**config.mk**
```make
export PLATFORM = sky130hd
export DESIGN_NAME = wshb_arbiter2_flat
export DESIGN_NICKNAME = d
export VERILOG_FILES = /design/src/rtl/wshb_arb_pkg.sv /design/src/rtl/wshb_if.sv /design/src/rtl/wshb_arb_mux.sv /design/src/rtl/wshb_arbiter2.sv /design/src/flat_wrapper.sv
export SDC_FILE = /design/constraint.sdc
export NUM_CORES = 1
export LEC_CHECK = 0
export CORE_MARGIN = 5
export CORE_UTILIZATION = 37
export CTS_CLUSTER_SIZE = 16
export DETAILED_ROUTE_END_ITERATION = 12
export GPL_TIMING_DRIVEN = 0
export PLACE_DENSITY = 0.81
export SYNTH_ARGS = -nofsm -noshare
export SYNTH_HDL_FRONTEND = slang
export SYNTH_SLANG_ARGS = --single-unit
```
**constraint.sdc**
```tcl
create_clock -name clk -period 2.95 [get_ports clk]
set_clock_uncertainty 0.2 [all_clocks]
set_input_delay 0.885 -clock clk [delete_from_list [all_inputs] [get_ports clk]]
set_output_delay 0.885 -clock clk [all_outputs]
set_load 0.05 [all_outputs]
```
**src/rtl/wshb_arb_pkg.sv**
```systemverilog
// Shared types and helpers for the two-master Wishbone arbiter.
package wshb_arb_pkg;

    typedef enum logic [1:0] {
        ARB_IDLE = 2'd0,
        ARB_GNT0 = 2'd1,
        ARB_GNT1 = 2'd2
    } arb_state_t;

    // Width of the per-tenure ack counter used by the hold limit.
    localparam int ARB_CNT_W = 5;

    // Round-robin pick: a lone requester wins; on a tie the master that
    // was not granted last wins. Returns the grant index (0 or 1).
    function automatic logic rr_pick(input logic req0, input logic req1, input logic last);
        if (req0 && req1) begin
            return ~last;
        end else if (req0) begin
            return 1'b0;
        end else begin
            return 1'b1;
        end
    endfunction

endpackage

```
**src/rtl/wshb_if.sv**
```systemverilog
// Wishbone classic bus bundle (master drives request, slave drives response).
interface wshb_if #(
    parameter int DATA_BYTES = 2,
    parameter int ADR_W      = 24
) ();
    logic                    cyc;
    logic                    stb;
    logic                    we;
    logic [ADR_W-1:0]        adr;
    logic [DATA_BYTES-1:0]   sel;
    logic [8*DATA_BYTES-1:0] dat_ms;
    logic [8*DATA_BYTES-1:0] dat_sm;
    logic                    ack;
    logic                    err;

    modport master (output cyc, stb, we, adr, sel, dat_ms, input dat_sm, ack, err);
    modport slave  (input cyc, stb, we, adr, sel, dat_ms, output dat_sm, ack, err);
endinterface

```
**src/rtl/wshb_arb_mux.sv**
```systemverilog
// Combinational request/response steering for the arbiter.
// The granted master's request goes to the slave; the slave's ack/err go
// back to that master only, and only while it has a strobe on the bus, so a
// late ack after a release (or during a forced stall) is dropped. With no
// grant the slave bus shows cyc=stb=we=0 and the held address/sel/data.
module wshb_arb_mux #(
    parameter int DATA_BYTES = 2,
    parameter int ADR_W      = 24
) (
    input  logic                    gnt_en,
    input  logic                    gnt_idx,
    input  logic                    stb_block,
    input  logic [ADR_W-1:0]        hold_adr,
    input  logic [DATA_BYTES-1:0]   hold_sel,
    input  logic [8*DATA_BYTES-1:0] hold_dat,
    wshb_if.slave                   wb_m0,
    wshb_if.slave                   wb_m1,
    wshb_if.master                  wb_s
);

    logic pick0;
    logic pick1;
    logic fwd_cyc;
    logic fwd_stb;

    assign pick0 = gnt_en & ~gnt_idx;
    assign pick1 = gnt_en &  gnt_idx;

    // Read data is broadcast; only the ack tells a master it is meant for it.
    assign wb_m0.dat_sm = wb_s.dat_sm;
    assign wb_m1.dat_sm = wb_s.dat_sm;

    // Request mux toward the slave and gated response back to the masters.
    always_comb begin
        fwd_cyc     = 1'b0;
        fwd_stb     = 1'b0;
        wb_s.we     = 1'b0;
        wb_s.adr    = hold_adr;
        wb_s.sel    = hold_sel;
        wb_s.dat_ms = hold_dat;
        if (pick0) begin
            fwd_cyc     = wb_m0.cyc;
            fwd_stb     = wb_m0.stb & ~stb_block;
            wb_s.we     = wb_m0.we;
            wb_s.adr    = wb_m0.adr;
            wb_s.sel    = wb_m0.sel;
            wb_s.dat_ms = wb_m0.dat_ms;
        end else if (pick1) begin
            fwd_cyc     = wb_m1.cyc;
            fwd_stb     = wb_m1.stb & ~stb_block;
            wb_s.we     = wb_m1.we;
            wb_s.adr    = wb_m1.adr;
            wb_s.sel    = wb_m1.sel;
            wb_s.dat_ms = wb_m1.dat_ms;
        end
        wb_s.cyc  = fwd_cyc;
        wb_s.stb  = fwd_stb;
        wb_m0.ack = pick0 & fwd_cyc & fwd_stb & wb_s.ack;
        wb_m0.err = pick0 & fwd_cyc & fwd_stb & wb_s.err;
        wb_m1.ack = pick1 & fwd_cyc & fwd_stb & wb_s.ack;
        wb_m1.err = pick1 & fwd_cyc & fwd_stb & wb_s.err;
    end

endmodule

```
**src/rtl/wshb_arbiter2.sv**
```systemverilog
// Two-master / one-slave Wishbone arbiter with round-robin cycle grants.
// A grant covers a whole cyc tenure; release and handover are decided in the
// cycle the holder drops cyc, so a waiting master is granted with no gap.
// Optional feature macro: WSHB_ARB_HOLD_LIMIT_EN -- preempts a holder after
// MAX_ACKS acks when the other master is waiting.
// Handshake: Wishbone classic -- a word transfers in a cycle where the
// granted master holds cyc&stb and the slave returns ack (or err).
module wshb_arbiter2
    import wshb_arb_pkg::*;
#(
    parameter int DATA_BYTES = 2,
    parameter int MAX_ACKS   = 16,
    parameter int ADR_W      = 24
) (
    input  logic       clk,
    input  logic       reset_n,
    wshb_if.slave      wb_m0,
    wshb_if.slave      wb_m1,
    wshb_if.master     wb_s,
    output arb_state_t state
);

    arb_state_t              state_d;
    logic                    last_gnt;
    logic                    last_d;
    logic                    gnt_en;
    logic                    gnt_idx;
    logic                    cur_cyc;
    logic                    oth_cyc;
    logic                    at_limit;
    logic                    stb_block;
    logic [ADR_W-1:0]        hold_adr;
    logic [DATA_BYTES-1:0]   hold_sel;
    logic [8*DATA_BYTES-1:0] hold_dat;

    assign gnt_en  = (state != ARB_IDLE);
    assign gnt_idx = (state == ARB_GNT1);
    assign cur_cyc = gnt_idx ? wb_m1.cyc : wb_m0.cyc;
    assign oth_cyc = gnt_idx ? wb_m0.cyc : wb_m1.cyc;

`ifdef WSHB_ARB_HOLD_LIMIT_EN
    logic [ARB_CNT_W-1:0] ack_cnt;
    logic [ARB_CNT_W-1:0] ack_cnt_d;

    assign at_limit = (ack_cnt == ARB_CNT_W'(MAX_ACKS));

    // Ack counter: restarts on every grant change, saturates at the limit.
    always_comb begin
        ack_cnt_d = ack_cnt;
        if (state_d != state) begin
            ack_cnt_d = '0;
        end else if (gnt_en && (wb_m0.ack || wb_m1.ack) && !at_limit) begin
            ack_cnt_d = ack_cnt + ARB_CNT_W'(1);
        end
    end

    // Ack counter register.
    always_ff @(posedge clk or negedge reset_n) begin
        if (!reset_n) begin
            ack_cnt <= '0;
        end else begin
            ack_cnt <= ack_cnt_d;
        end
    end
`else
    // Tenure is unbounded; MAX_ACKS has no effect in this build.
    logic unused_max_acks;
    assign unused_max_acks = (MAX_ACKS != 0);
    assign at_limit        = 1'b0;
`endif

    // Stall the holder's strobe once it has used up its tenure and the other
    // master is waiting; the grant moves over at the end of this cycle.
    assign stb_block = gnt_en & at_limit & oth_cyc;

    // Next grant: pick on request from idle; on release or preemption hand
    // over directly to a waiting master, otherwise go idle.
    always_comb begin
        state_d = state;
        last_d  = last_gnt;
        case (state)
            ARB_IDLE: begin
                if (wb_m0.cyc || wb_m1.cyc) begin
                    state_d = rr_pick(wb_m0.cyc, wb_m1.cyc, last_gnt) ? ARB_GNT1 : ARB_GNT0;
                end
            end
            ARB_GNT0, ARB_GNT1: begin
                if (!cur_cyc || (at_limit && oth_cyc)) begin
                    last_d = gnt_idx;
                    if (oth_cyc) begin
                        state_d = gnt_idx ? ARB_GNT0 : ARB_GNT1;
                    end else begin
                        state_d = ARB_IDLE;
                    end
                end
            end
            default: state_d = ARB_IDLE;
        endcase
    end

    // Grant state and round-robin history; M0 wins the first tie after reset.
    always_ff @(posedge clk or negedge reset_n) begin
        if (!reset_n) begin
            state    <= ARB_IDLE;
            last_gnt <= 1'b1;
        end else begin
            state    <= state_d;
            last_gnt <= last_d;
        end
    end

    // Remember the last request driven onto the slave bus so an idle bus
    // keeps its address/data steady instead of following the masters.
    always_ff @(posedge clk or negedge reset_n) begin
        if (!reset_n) begin
            hold_adr <= '0;
            hold_sel <= '0;
            hold_dat <= '0;
        end else if (wb_s.cyc) begin
            hold_adr <= wb_s.adr;
            hold_sel <= wb_s.sel;
            hold_dat <= wb_s.dat_ms;
        end
    end

    wshb_arb_mux #(
        .DATA_BYTES (DATA_BYTES),
        .ADR_W      (ADR_W)
    ) u_mux (
        .gnt_en    (gnt_en),
        .gnt_idx   (gnt_idx),
        .stb_block (stb_block),
        .hold_adr  (hold_adr),
        .hold_sel  (hold_sel),
        .hold_dat  (hold_dat),
        .wb_m0     (wb_m0),
        .wb_m1     (wb_m1),
        .wb_s      (wb_s)
    );

endmodule

```
**src/flat_wrapper.sv**
```systemverilog
// flat-port wrapper written by rule: the top's interface ports become plain ports
module wshb_arbiter2_flat import wshb_arb_pkg::*;
#(
    parameter int DATA_BYTES = 2,
    parameter int MAX_ACKS   = 16,
    parameter int ADR_W      = 24
)
  (clk, reset_n, state, wb_m0_cyc, wb_m0_stb, wb_m0_we, wb_m0_adr, wb_m0_sel, wb_m0_dat_ms, wb_m0_dat_sm, wb_m0_ack, wb_m0_err, wb_m1_cyc, wb_m1_stb, wb_m1_we, wb_m1_adr, wb_m1_sel, wb_m1_dat_ms, wb_m1_dat_sm, wb_m1_ack, wb_m1_err, wb_s_cyc, wb_s_stb, wb_s_we, wb_s_adr, wb_s_sel, wb_s_dat_ms, wb_s_dat_sm, wb_s_ack, wb_s_err);
  wshb_if #(.DATA_BYTES(DATA_BYTES), .ADR_W(ADR_W)) wb_m0_i ();
  wshb_if #(.DATA_BYTES(DATA_BYTES), .ADR_W(ADR_W)) wb_m1_i ();
  wshb_if #(.DATA_BYTES(DATA_BYTES), .ADR_W(ADR_W)) wb_s_i ();
  input  logic clk;
  input  logic reset_n;
  output arb_state_t state;
  input wire logic [$bits(wb_m0_i.cyc)-1:0] wb_m0_cyc;
  input wire logic [$bits(wb_m0_i.stb)-1:0] wb_m0_stb;
  input wire logic [$bits(wb_m0_i.we)-1:0] wb_m0_we;
  input wire logic [$bits(wb_m0_i.adr)-1:0] wb_m0_adr;
  input wire logic [$bits(wb_m0_i.sel)-1:0] wb_m0_sel;
  input wire logic [$bits(wb_m0_i.dat_ms)-1:0] wb_m0_dat_ms;
  output wire logic [$bits(wb_m0_i.dat_sm)-1:0] wb_m0_dat_sm;
  output wire logic [$bits(wb_m0_i.ack)-1:0] wb_m0_ack;
  output wire logic [$bits(wb_m0_i.err)-1:0] wb_m0_err;
  input wire logic [$bits(wb_m1_i.cyc)-1:0] wb_m1_cyc;
  input wire logic [$bits(wb_m1_i.stb)-1:0] wb_m1_stb;
  input wire logic [$bits(wb_m1_i.we)-1:0] wb_m1_we;
  input wire logic [$bits(wb_m1_i.adr)-1:0] wb_m1_adr;
  input wire logic [$bits(wb_m1_i.sel)-1:0] wb_m1_sel;
  input wire logic [$bits(wb_m1_i.dat_ms)-1:0] wb_m1_dat_ms;
  output wire logic [$bits(wb_m1_i.dat_sm)-1:0] wb_m1_dat_sm;
  output wire logic [$bits(wb_m1_i.ack)-1:0] wb_m1_ack;
  output wire logic [$bits(wb_m1_i.err)-1:0] wb_m1_err;
  output wire logic [$bits(wb_s_i.cyc)-1:0] wb_s_cyc;
  output wire logic [$bits(wb_s_i.stb)-1:0] wb_s_stb;
  output wire logic [$bits(wb_s_i.we)-1:0] wb_s_we;
  output wire logic [$bits(wb_s_i.adr)-1:0] wb_s_adr;
  output wire logic [$bits(wb_s_i.sel)-1:0] wb_s_sel;
  output wire logic [$bits(wb_s_i.dat_ms)-1:0] wb_s_dat_ms;
  input wire logic [$bits(wb_s_i.dat_sm)-1:0] wb_s_dat_sm;
  input wire logic [$bits(wb_s_i.ack)-1:0] wb_s_ack;
  input wire logic [$bits(wb_s_i.err)-1:0] wb_s_err;
  assign wb_m0_i.cyc = wb_m0_cyc;
  assign wb_m0_i.stb = wb_m0_stb;
  assign wb_m0_i.we = wb_m0_we;
  assign wb_m0_i.adr = wb_m0_adr;
  assign wb_m0_i.sel = wb_m0_sel;
  assign wb_m0_i.dat_ms = wb_m0_dat_ms;
  assign wb_m0_dat_sm = wb_m0_i.dat_sm;
  assign wb_m0_ack = wb_m0_i.ack;
  assign wb_m0_err = wb_m0_i.err;
  assign wb_m1_i.cyc = wb_m1_cyc;
  assign wb_m1_i.stb = wb_m1_stb;
  assign wb_m1_i.we = wb_m1_we;
  assign wb_m1_i.adr = wb_m1_adr;
  assign wb_m1_i.sel = wb_m1_sel;
  assign wb_m1_i.dat_ms = wb_m1_dat_ms;
  assign wb_m1_dat_sm = wb_m1_i.dat_sm;
  assign wb_m1_ack = wb_m1_i.ack;
  assign wb_m1_err = wb_m1_i.err;
  assign wb_s_cyc = wb_s_i.cyc;
  assign wb_s_stb = wb_s_i.stb;
  assign wb_s_we = wb_s_i.we;
  assign wb_s_adr = wb_s_i.adr;
  assign wb_s_sel = wb_s_i.sel;
  assign wb_s_dat_ms = wb_s_i.dat_ms;
  assign wb_s_i.dat_sm = wb_s_dat_sm;
  assign wb_s_i.ack = wb_s_ack;
  assign wb_s_i.err = wb_s_err;
  wshb_arbiter2 #(.DATA_BYTES(DATA_BYTES), .MAX_ACKS(MAX_ACKS), .ADR_W(ADR_W)) u_core (.clk(clk), .reset_n(reset_n), .wb_m0(wb_m0_i), .wb_m1(wb_m1_i), .wb_s(wb_s_i), .state(state));
endmodule
```
**After elaboration in Yosys (flattened, before gate mapping)**

Index checks and enable logic that the tools add are counted.

- Register bits: 45
- Word-level logic and storage cells: 53
- Output and inout bits: 83
- Bits of input ports: 110

- Bitwise operators: 13
- Equality and inequality tests: 4
- Muxes and demuxes: 24
- Reduce and logical (&&, ||, !) cells: 7

Operators by type and width:

| operator | number |
|---|---|
| 24-bit two-way mux | 2 |
| 16-bit two-way mux | 2 |
| 2-bit two-way mux | 7 |
| 1-bit two-way mux | 12 |
| 1-bit AND | 10 |
| 2-bit case mux with 2 select lines | 1 |
| 2-bit AND reduction | 2 |
| 1-bit inverter | 3 |
| 2-bit by 1-bit == test with 1-bit output (second input constant) | 1 |
| 2-bit == test (second input constant) | 1 |
| 2-bit zero test | 1 |
| 2-bit by 1-bit inequality test with 1-bit output (second input constant) | 1 |
| 2-bit inequality test (second input constant) | 1 |
| 2-bit nonzero test | 1 |
| 2-bit OR reduction | 1 |
| 1-bit logical AND | 1 |
| 1-bit logical OR | 1 |

**Depth between registers and ports, before layout**

Gate-level depths: netlist of the first run.

- Word-level depth: 7
- Depth in mapped cells: 8
- Gate-level depth less buffers: 6

**By module**

Synthesis of the first run repeated with hierarchy kept, for this count alone.

- Cell total of the unflattened synthesis: 302
- Area, all modules: 3030.4 um^2

By module, submodules not included:

| module | cells an instance | sequential area each (um^2) | times used | area each (um^2) |
|---|---|---|---|---|
| wshb_arbiter2 | 115 | 1127.3 | 1 | 1814.2 |
| wshb_arb_mux | 187 | 0.0 | 1 | 1216.2 |

**Worst setup path after synthesis of the first run**

Ideal clock, no wire load.

- Kind: register to output
- Start point: reg u_core.state[0]
- End point: out wb_s_adr[10]
- Path buffers: 3
- Required time: 1865 ps
- Stages on the path, launching flop included: 8
- Setup slack: -800 ps
- Data arrival time: 2665 ps
- Path through: dfrtp_1 inv_1 ha_1 buf_2 buf_6 buf_6 mux2i_1 o21ai_0

- Cells in the longest elaborated chain, start to end: 4
- Elaborated cells on any way between the ends: 7
- Classes of those cells: 1 x eq/ne; 2 x mux; 3 x bitwise; 1 x reduce/logical

Ends and longest elaborated chain:

| what | line | source |
|---|---|---|
| start, declared | wshb_arbiter2.sv:20 | `output arb_state_t state` |
| start signal, assigned | wshb_arbiter2.sv:107 | `state <= state_d;` |
| 2-bit == test or 2-bit nonzero test (tied branches) | wshb_arbiter2.sv:37, wshb_arbiter2.sv:36 |  |
| 1-bit AND or 1-bit inverter (tied branches) | wshb_arb_mux.sv:27, wshb_arb_mux.sv:26 |  |
| 24-bit two-way mux or 1-bit AND (tied branches) | wshb_arb_mux.sv:48, wshb_arb_mux.sv:26 |  |
| 24-bit two-way mux (*) | wshb_arb_mux.sv:41 | `if (pick0) begin` |
| end, declared | flat_wrapper.sv:36 | `output wire logic [$bits(wb_s_i.adr)-1:0] wb_s_adr;` |

Every way passes the cells marked *; elsewhere a longest branch is shown, timed or not.

**Worst setup path in the final report of the first run**

- Start point: in wb_m1_stb
- End point: out wb_m1_ack

- Cells in the longest elaborated chain, start to end: 4

Ends and longest elaborated chain:

| what | line | source |
|---|---|---|
| start, declared | flat_wrapper.sv:25 | `input wire logic [$bits(wb_m1_i.stb)-1:0] wb_m1_stb;` |
| 1-bit two-way mux | wshb_arb_mux.sv:48 | `end else if (pick1) begin` |
| 1-bit two-way mux | wshb_arb_mux.sv:41 |  |
| 1-bit AND (2 in series) | wshb_arb_mux.sv:60 | `wb_m1.ack = pick1 & fwd_cyc & fwd_stb & wb_s.ack;` |
| end, declared | flat_wrapper.sv:31 | `output wire logic [$bits(wb_m1_i.ack)-1:0] wb_m1_ack;` |

Every way passes these cells.

==> impl_metrics.toml, run 1 <==
[cells_and_area]
drive_gt1_share_pct = 49.01
area_growth_pct = 92.06
fillers = 565
final_util_pct = 71.85
diodes = 0
seq_area_um2 = 1130
stdcell_area_um2 = 5844
multi_input_area_um2 = 2073
fin_nets = 617

[setup_path]
cpMaxStageDelayCell = "clkdlybuf4s50_1"
crit_path_max_fanout = 3
cp_top_family = "buffers and inverters"
max_stage_delay_ns = 0.51
path_cells = "clkdlybuf4s50_1, and4_1, buf_2"
worstPathArrival_ns = 1.86
critPathBufInv = 2
crit_required_ns = 1.87
crit_path_end_kind = "output port"
worstSetupStartpointType = "input port"
crit_type = "input port to output port"

[detailed_routing]
wl_per_cell_um = 17.18
drt_iter0_drc = 46
drtAntennaViolNets = 0
routed_wl_um = 10470
drc = 0
vias = 2988
drtPass1Iterations = 4
viasPerCell = 4.906

[power]
share_comb_of_total_power_pct = 79.2
leakage_nw = 2.473
p_sw_share_pct = 50.44
p_clk_share_pct = 6.0
p_int_mw = 3.939
p_switching_mw = 4.010
pwr-share-seq_pct = 14.8
power_mw = 7.949
ir_worst_vdd_v = 0.001023
powerDensity_nw_per_um2 = 1360

[floorplanning]
start_util_pct = 37.41
die_area_um2 = 10140
core-area_um2 = 8134
ios = 193
die_w_um = 100.7
dieHeight_um = 100.7
num_rows = 33

[timing]
setup_ws_ns = 0.003015
relSlewSlack_pct = 64.53
fin_crit_sh_pct = 99.90
slew_violations = 0
hold_viol_final = 0
rsz0062_at_grt = "true"
worst_slew_pin_slew_ns = 0.5304
fmax_ghz = 0.3393
fin_hold_ws_ns = 0.3013
period_minus_slack_ns = 2.947
setup_viol = 0

[global_route]
groute.usage.overall_pct = 19.85
antenna_found_initial = 0
grt_pass1_vias = 3206
gr-total-overflow = 0
grt_max_degree = 27
grt_pass1_wl_um = 16170

[status]
status = "completed"

[hold_path]
hp-class = "flop to flop"

[cts]
ctsHoldBuffers = 0
cts_tree = "built"
cts_made_buffers = 5
cts_sinks = 45
clk_pin_slew_worst_paths_ns = 0.09
root_buffer = "clkbuf_8"
cts_max_path_buffers = 2
clock_latency_ns = 0.29
htreeDepth = 2

[synth]
syn_avg_cell_area_um2 = 10.01
yosys_warnings = 0
syn_nets = 418
yosys.area.top_type_share_pct = 36.18
yosys_register_bits = 45
postSynthCellCount = 304
syn-cell-area_um2 = 3043
synth.distinct_cells = 27
yosysSeqAreaShare_pct = 37.05
synth.largest_area_cell = "dfrtp_1"
synth_area_leaders = "dfrtp_1, mux2_2, mux2i_1"

[run]
maxCapViolCount = 0

[place]
place.port_buffers = 176
gp_congestion = 0.8278
pre_cts_slack_ns = -1.097
dp_hpwl_um = 7889
place_area_um2 = 5233
==> worst register-to-register path, stage by stage (launching register included) <==
cell and delay (ns):
dfrtp_2 0.46, ha_4 0.20, buf_6 0.15, nand2b_4 0.17, o21ai_4 0.22, buf_4 0.21
buf_6 0.18, mux2_2 0.35
==> state kept, by name, summed over array words and instances, names as in the netlist <==
name,count
u_core.hold_sel,2
u_core.last_gnt,1
u_core.hold_adr,24
u_core.hold_dat,16
u_core.state,2
==> cell type report <==
cell class              count  share of cell area [%]
multi-input cells         204                   35.47
repair buffers            193                   33.16
flip-flops and latches     45                   19.33
plain buffers              51                   7.643
well taps                 105                   2.248
clock buffers               6                   1.242
clock inverters             2                  0.6637
inverters                   3                  0.2355
==> synth_stat cells <==
master and count:
dfrtp_1 44, clkbuf_1 8, dfstp_2 1, a31oi_1 1, a22oi_1 1, nand3b_1 1, buf_6 8, inv_1 3
o21ai_4 1, nand2_1 46, and4bb_2 1, mux2i_1 42, nor2_1 6, a22o_1 1, nand2b_1 3, o21bai_1 1
nand2b_4 1, buf_4 34, mux2_2 41, and4_1 2, o21ai_0 44, buf_2 2, a21oi_1 3, nand3_1 1
mux2_1 2, ha_1 4, and2_1 2
==> cell usage in the layout (no fill, tap or decap), types with 3 or more instances in the layout <==
master,instances
nor2_1,5
buf_8,3
buf_12,4
clkdlybuf4s50_1,123
a21oi_1,3
o21ai_2,28
buf_4,63
clkbuf_8,5
buf_6,33
mux2i_2,6
mux2_2,41
nand2_1,46
o21ai_4,16
mux2i_1,19
dfrtp_1,42
clkbuf_4,6
buf_2,4
mux2i_4,17
==> stage by stage <==
stage	TNS [ns]	cells
finish	0	609
global route	-0.1332	609
CTS	0	600
detailed placement	-32.48	586
global placement	-57.78	585
floorplan	0	304
==> cell families (layout without fill, tap and decap cells) <==
family | Yosys count | in the layout | share of synthesized area, %
DFF | 45 | 45 | 37.05
buffers and inverters | 55 | 255 | 13.03
adders and majority gates | 4 | 4 | 1.645
AOI/OAI and AO/OA | 52 | 52 | 9.252
muxes | 85 | 85 | 29.73
and+or+nand+nor | 63 | 63 | 9.293
==> metal layers <==
metal	vias to the layer above	wire length, um	part of all wire, %	GRT usage [%]
met1	1405	3808	36	23.12
met2	139	5571	53	36.56
met3	12	957	9.1	5.121
li1	1432	-	-	-
met5	-	0	0	0
met4	0	127	1.2	3.938
==> power by group through the flow <==
stage / clock network [mW] / registers (mW) / logic, mW
after global routing: 0.518 / 1.22 / 6.64
after detailed placement: 0 / 1.12 / 5.48
after CTS: 0.492 / 1.15 / 5.82
after global placement: 0 / 1.10 / 5.41
after floorplan: 0 / 1.11 / 3.97
final: 0.473 / 1.18 / 6.30
==> final timing paths <==
path	start	endpoint	slack, ns	cells after the start
worst max-delay path	wb_m1_stb	wb_m1_ack	0.003	3
worst min-delay path	u_core.hold_adr[0]$_DFFE_PN0P_	u_core.hold_adr[0]$_DFFE_PN0P_	0.30	1
worst max register to register	u_core.state[1]$_DFFE_PN0P_	u_core.hold_dat[1]$_DFFE_PN0P_	0.70	7
worst min register to register	u_core.hold_adr[0]$_DFFE_PN0P_	u_core.hold_adr[0]$_DFFE_PN0P_	0.30	1
max in group asynchronous	reset_n	u_core.hold_dat[9]$_DFFE_PN0P_	1.68	2
min in group asynchronous	reset_n	u_core.hold_adr[17]$_DFFE_PN0P_	0.34	1
==> what timing repair did <==
action,4_1_cts,5_1_grt
buffers inserted,6,8
pin swaps,5,1
setup endpoints to repair,49,38
gates cloned,1,1
resized for setup,350,62
No activity file was read; power rests on OpenSTA's default activity.
==> inputs of run 2 (changes only) <==
- CAP_MARGIN: unset -> 10
==> results of run 2 <==
Final layout, timing and power as in run 1 (identical DEF).
==> inputs of run 3 (changes only) <==
- CORE_UTILIZATION: 37 -> 38
- CTS_BUF_LIST: unset -> sky130_fd_sc_hd__clkbuf_8
- PLACE_DENSITY: 0.81 -> 0.83
==> impl_metrics.toml, run 3 (same netlist as run 1, synthesis figures left out) <==
[timing]
finalSetupTns_ns = 0
fin_crit_sh_pct = 99.18
worst_slew_pin_slew_ns = 0.5254
relSlewSlack_pct = 64.86
fmax_ghz = 0.3418
rsz0062_at_grt = "true"
hold_viol_final = 0
slew_violations = 0
setup_viol = 0
period_minus_slack_ns = 2.926

[cts]
cts_tree = "built"
htreeDepth = 2
cts_max_path_buffers = 2
clock_latency_ns = 0.29
root_buffer = "clkbuf_8"
clk_pin_slew_worst_paths_ns = 0.09
cts_sinks = 45
cts_made_buffers = 5

[power]
p_clk_share_pct = 6.2
pwr-share-seq_pct = 15.0
p_switching_mw = 3.998
leakage_nw = 2.418
share_comb_of_total_power_pct = 78.8
powerDensity_nw_per_um2 = 1363
p_int_mw = 3.870
p_sw_share_pct = 50.81
ir_worst_vdd_v = 0.0008163

[cells_and_area]
reg.largest.list = "u_core.hold_adr x24, u_core.hold_dat x16"
final_cell_mix = "clkdlybuf4s50_1, buf_4, nand2_1"
final_util_pct = 74.32
fillers = 554
instances_no_fill = 597
drive_gt1_share_pct = 49.49
diodes = 0
area_growth_pct = 89.72
final_common_cell = "clkdlybuf4s50_1"
largest_register = "u_core.hold_adr"
largest_register_ffs = 24
fin_nets = 608

[detailed_routing]
vias = 2942
drtAntennaViolNets = 0
viasPerCell = 4.928
drt_iter0_drc = 39
drtPass1Iterations = 4
drc = 0
routed_wl_um = 10380
wl_per_cell_um = 17.39

[floorplanning]
die_w_um = 99.49
dieHeight_um = 99.49
num_rows = 32
start_util_pct = 39.18
core-area_um2 = 7767
ios = 193
die_area_um2 = 9897

[setup_path]
cpMaxStageDelayCell = "clkdlybuf4s50_1"
crit_path_max_fanout = 2
worstSetupStartpointType = "input port"
crit_required_ns = 1.87
worstPathArrival_ns = 1.84
crit_type = "input port to output port"
path_cells = "clkdlybuf4s50_1, mux2i_4, o21ai_4, buf_6"
max_stage_delay_ns = 0.54
crit_path_end_kind = "output port"
cp_top_family = "buffers and inverters"
critPathBufInv = 2

[run]
maxCapViolCount = 0

[global_route]
groute.usage.overall_pct = 20.35
grt_pass1_vias = 3182
grt_max_degree = 38
gr-total-overflow = 0
antenna_found_initial = 0
grt_pass1_wl_um = 16350

[hold_path]
hp-class = "input port to async pin"

[status]
status = "completed"

[place]
gp_congestion = 0.7788
place.port_buffers = 176
dp_hpwl_um = 7853
dp_cells = 583
==> run 3: cell count changes in the layout (fill, tap and decap cells not counted), sizes merged <==
| cell | delta |
|---|---|
| clkdlybuf4s15 | +1 |
| buf | -10 |
| inv | +1 |
| clkinv | -1 |
| dlygate4sd2 | -1 |
| clkbuf | +1 |
==> run 3: power by group through the flow <==
stage	Combinational [mW]	Sequential, mW	Clock, mW
finish	6.20	1.18	0.491
global route	6.53	1.21	0.530
global placement	5.41	1.10	0
floorplan	3.97	1.11	0
CTS	5.81	1.14	0.505
detailed placement	5.49	1.12	0
==> run 3: layout make-up <==
type / instances / area, um^2 / area share [%]
plain buffers: 51 / 471.7 / 8.171
clock buffers: 6 / 82.58 / 1.430
clock inverters: 2 / 33.78 / 0.5852
inverters: 3 / 13.76 / 0.2384
multi-input cells: 204 / 2085 / 36.11
flip-flops and latches: 45 / 1130 / 19.57
well taps: 102 / 127.6 / 2.211
repair buffers: 184 / 1829 / 31.69
==> run 3: layer usage <==
| metal | part of all wire (%) | global-route usage (%) |
|---|---|---|
| met1 | 39 | 24.43 |
| met2 | 50 | 35.64 |
| met3 | 9.6 | 5.961 |
| met4 | 1.6 | 5.147 |
| met5 | 0 | 0 |
==> run 3: timing repair <==
item | 4_1_cts | 5_1_grt
pin swaps | 5 | 0
gates cloned | 1 | 0
hold buffers | 0 | 0
resized for setup | 350 | 66
setup buffers | 6 | 0
setup endpoints to repair | 49 | 42
==> run 3: per-stage QoR <==
step                instance area [um^2]  setup WS, ns  total power, mW  hold slack (ns)
floorplan                           3324     0.0005624            5.082           0.2579
global placement                    5214        -1.122            6.501           0.2668
detailed placement                  5229        -1.139            6.611           0.2806
CTS                                 5509       0.02085            7.459           0.2318
global route                        5773      -0.03871            8.274           0.2470
finish                              5773       0.02407            7.869           0.2340
==> run 3: path summary, 6_finish.rpt <==
kind	start	to	slack, ns	cells after the start
setup / recovery	wb_m0_adr[15]	wb_s_adr[15]	0.02	4
hold / removal	reset_n	u_core.hold_dat[6]$_DFFE_PN0P_	0.23	1
setup reg to reg	u_core.state[0]$_DFFE_PN0P_	u_core.hold_adr[22]$_DFFE_PN0P_	0.76	8
hold reg to reg	u_core.hold_adr[3]$_DFFE_PN0P_	u_core.hold_adr[3]$_DFFE_PN0P_	0.31	1
max in group asynchronous	reset_n	u_core.last_gnt$_DFFE_PN1P_	1.77	2
min in group clk	u_core.hold_adr[3]$_DFFE_PN0P_	u_core.hold_adr[3]$_DFFE_PN0P_	0.31	1
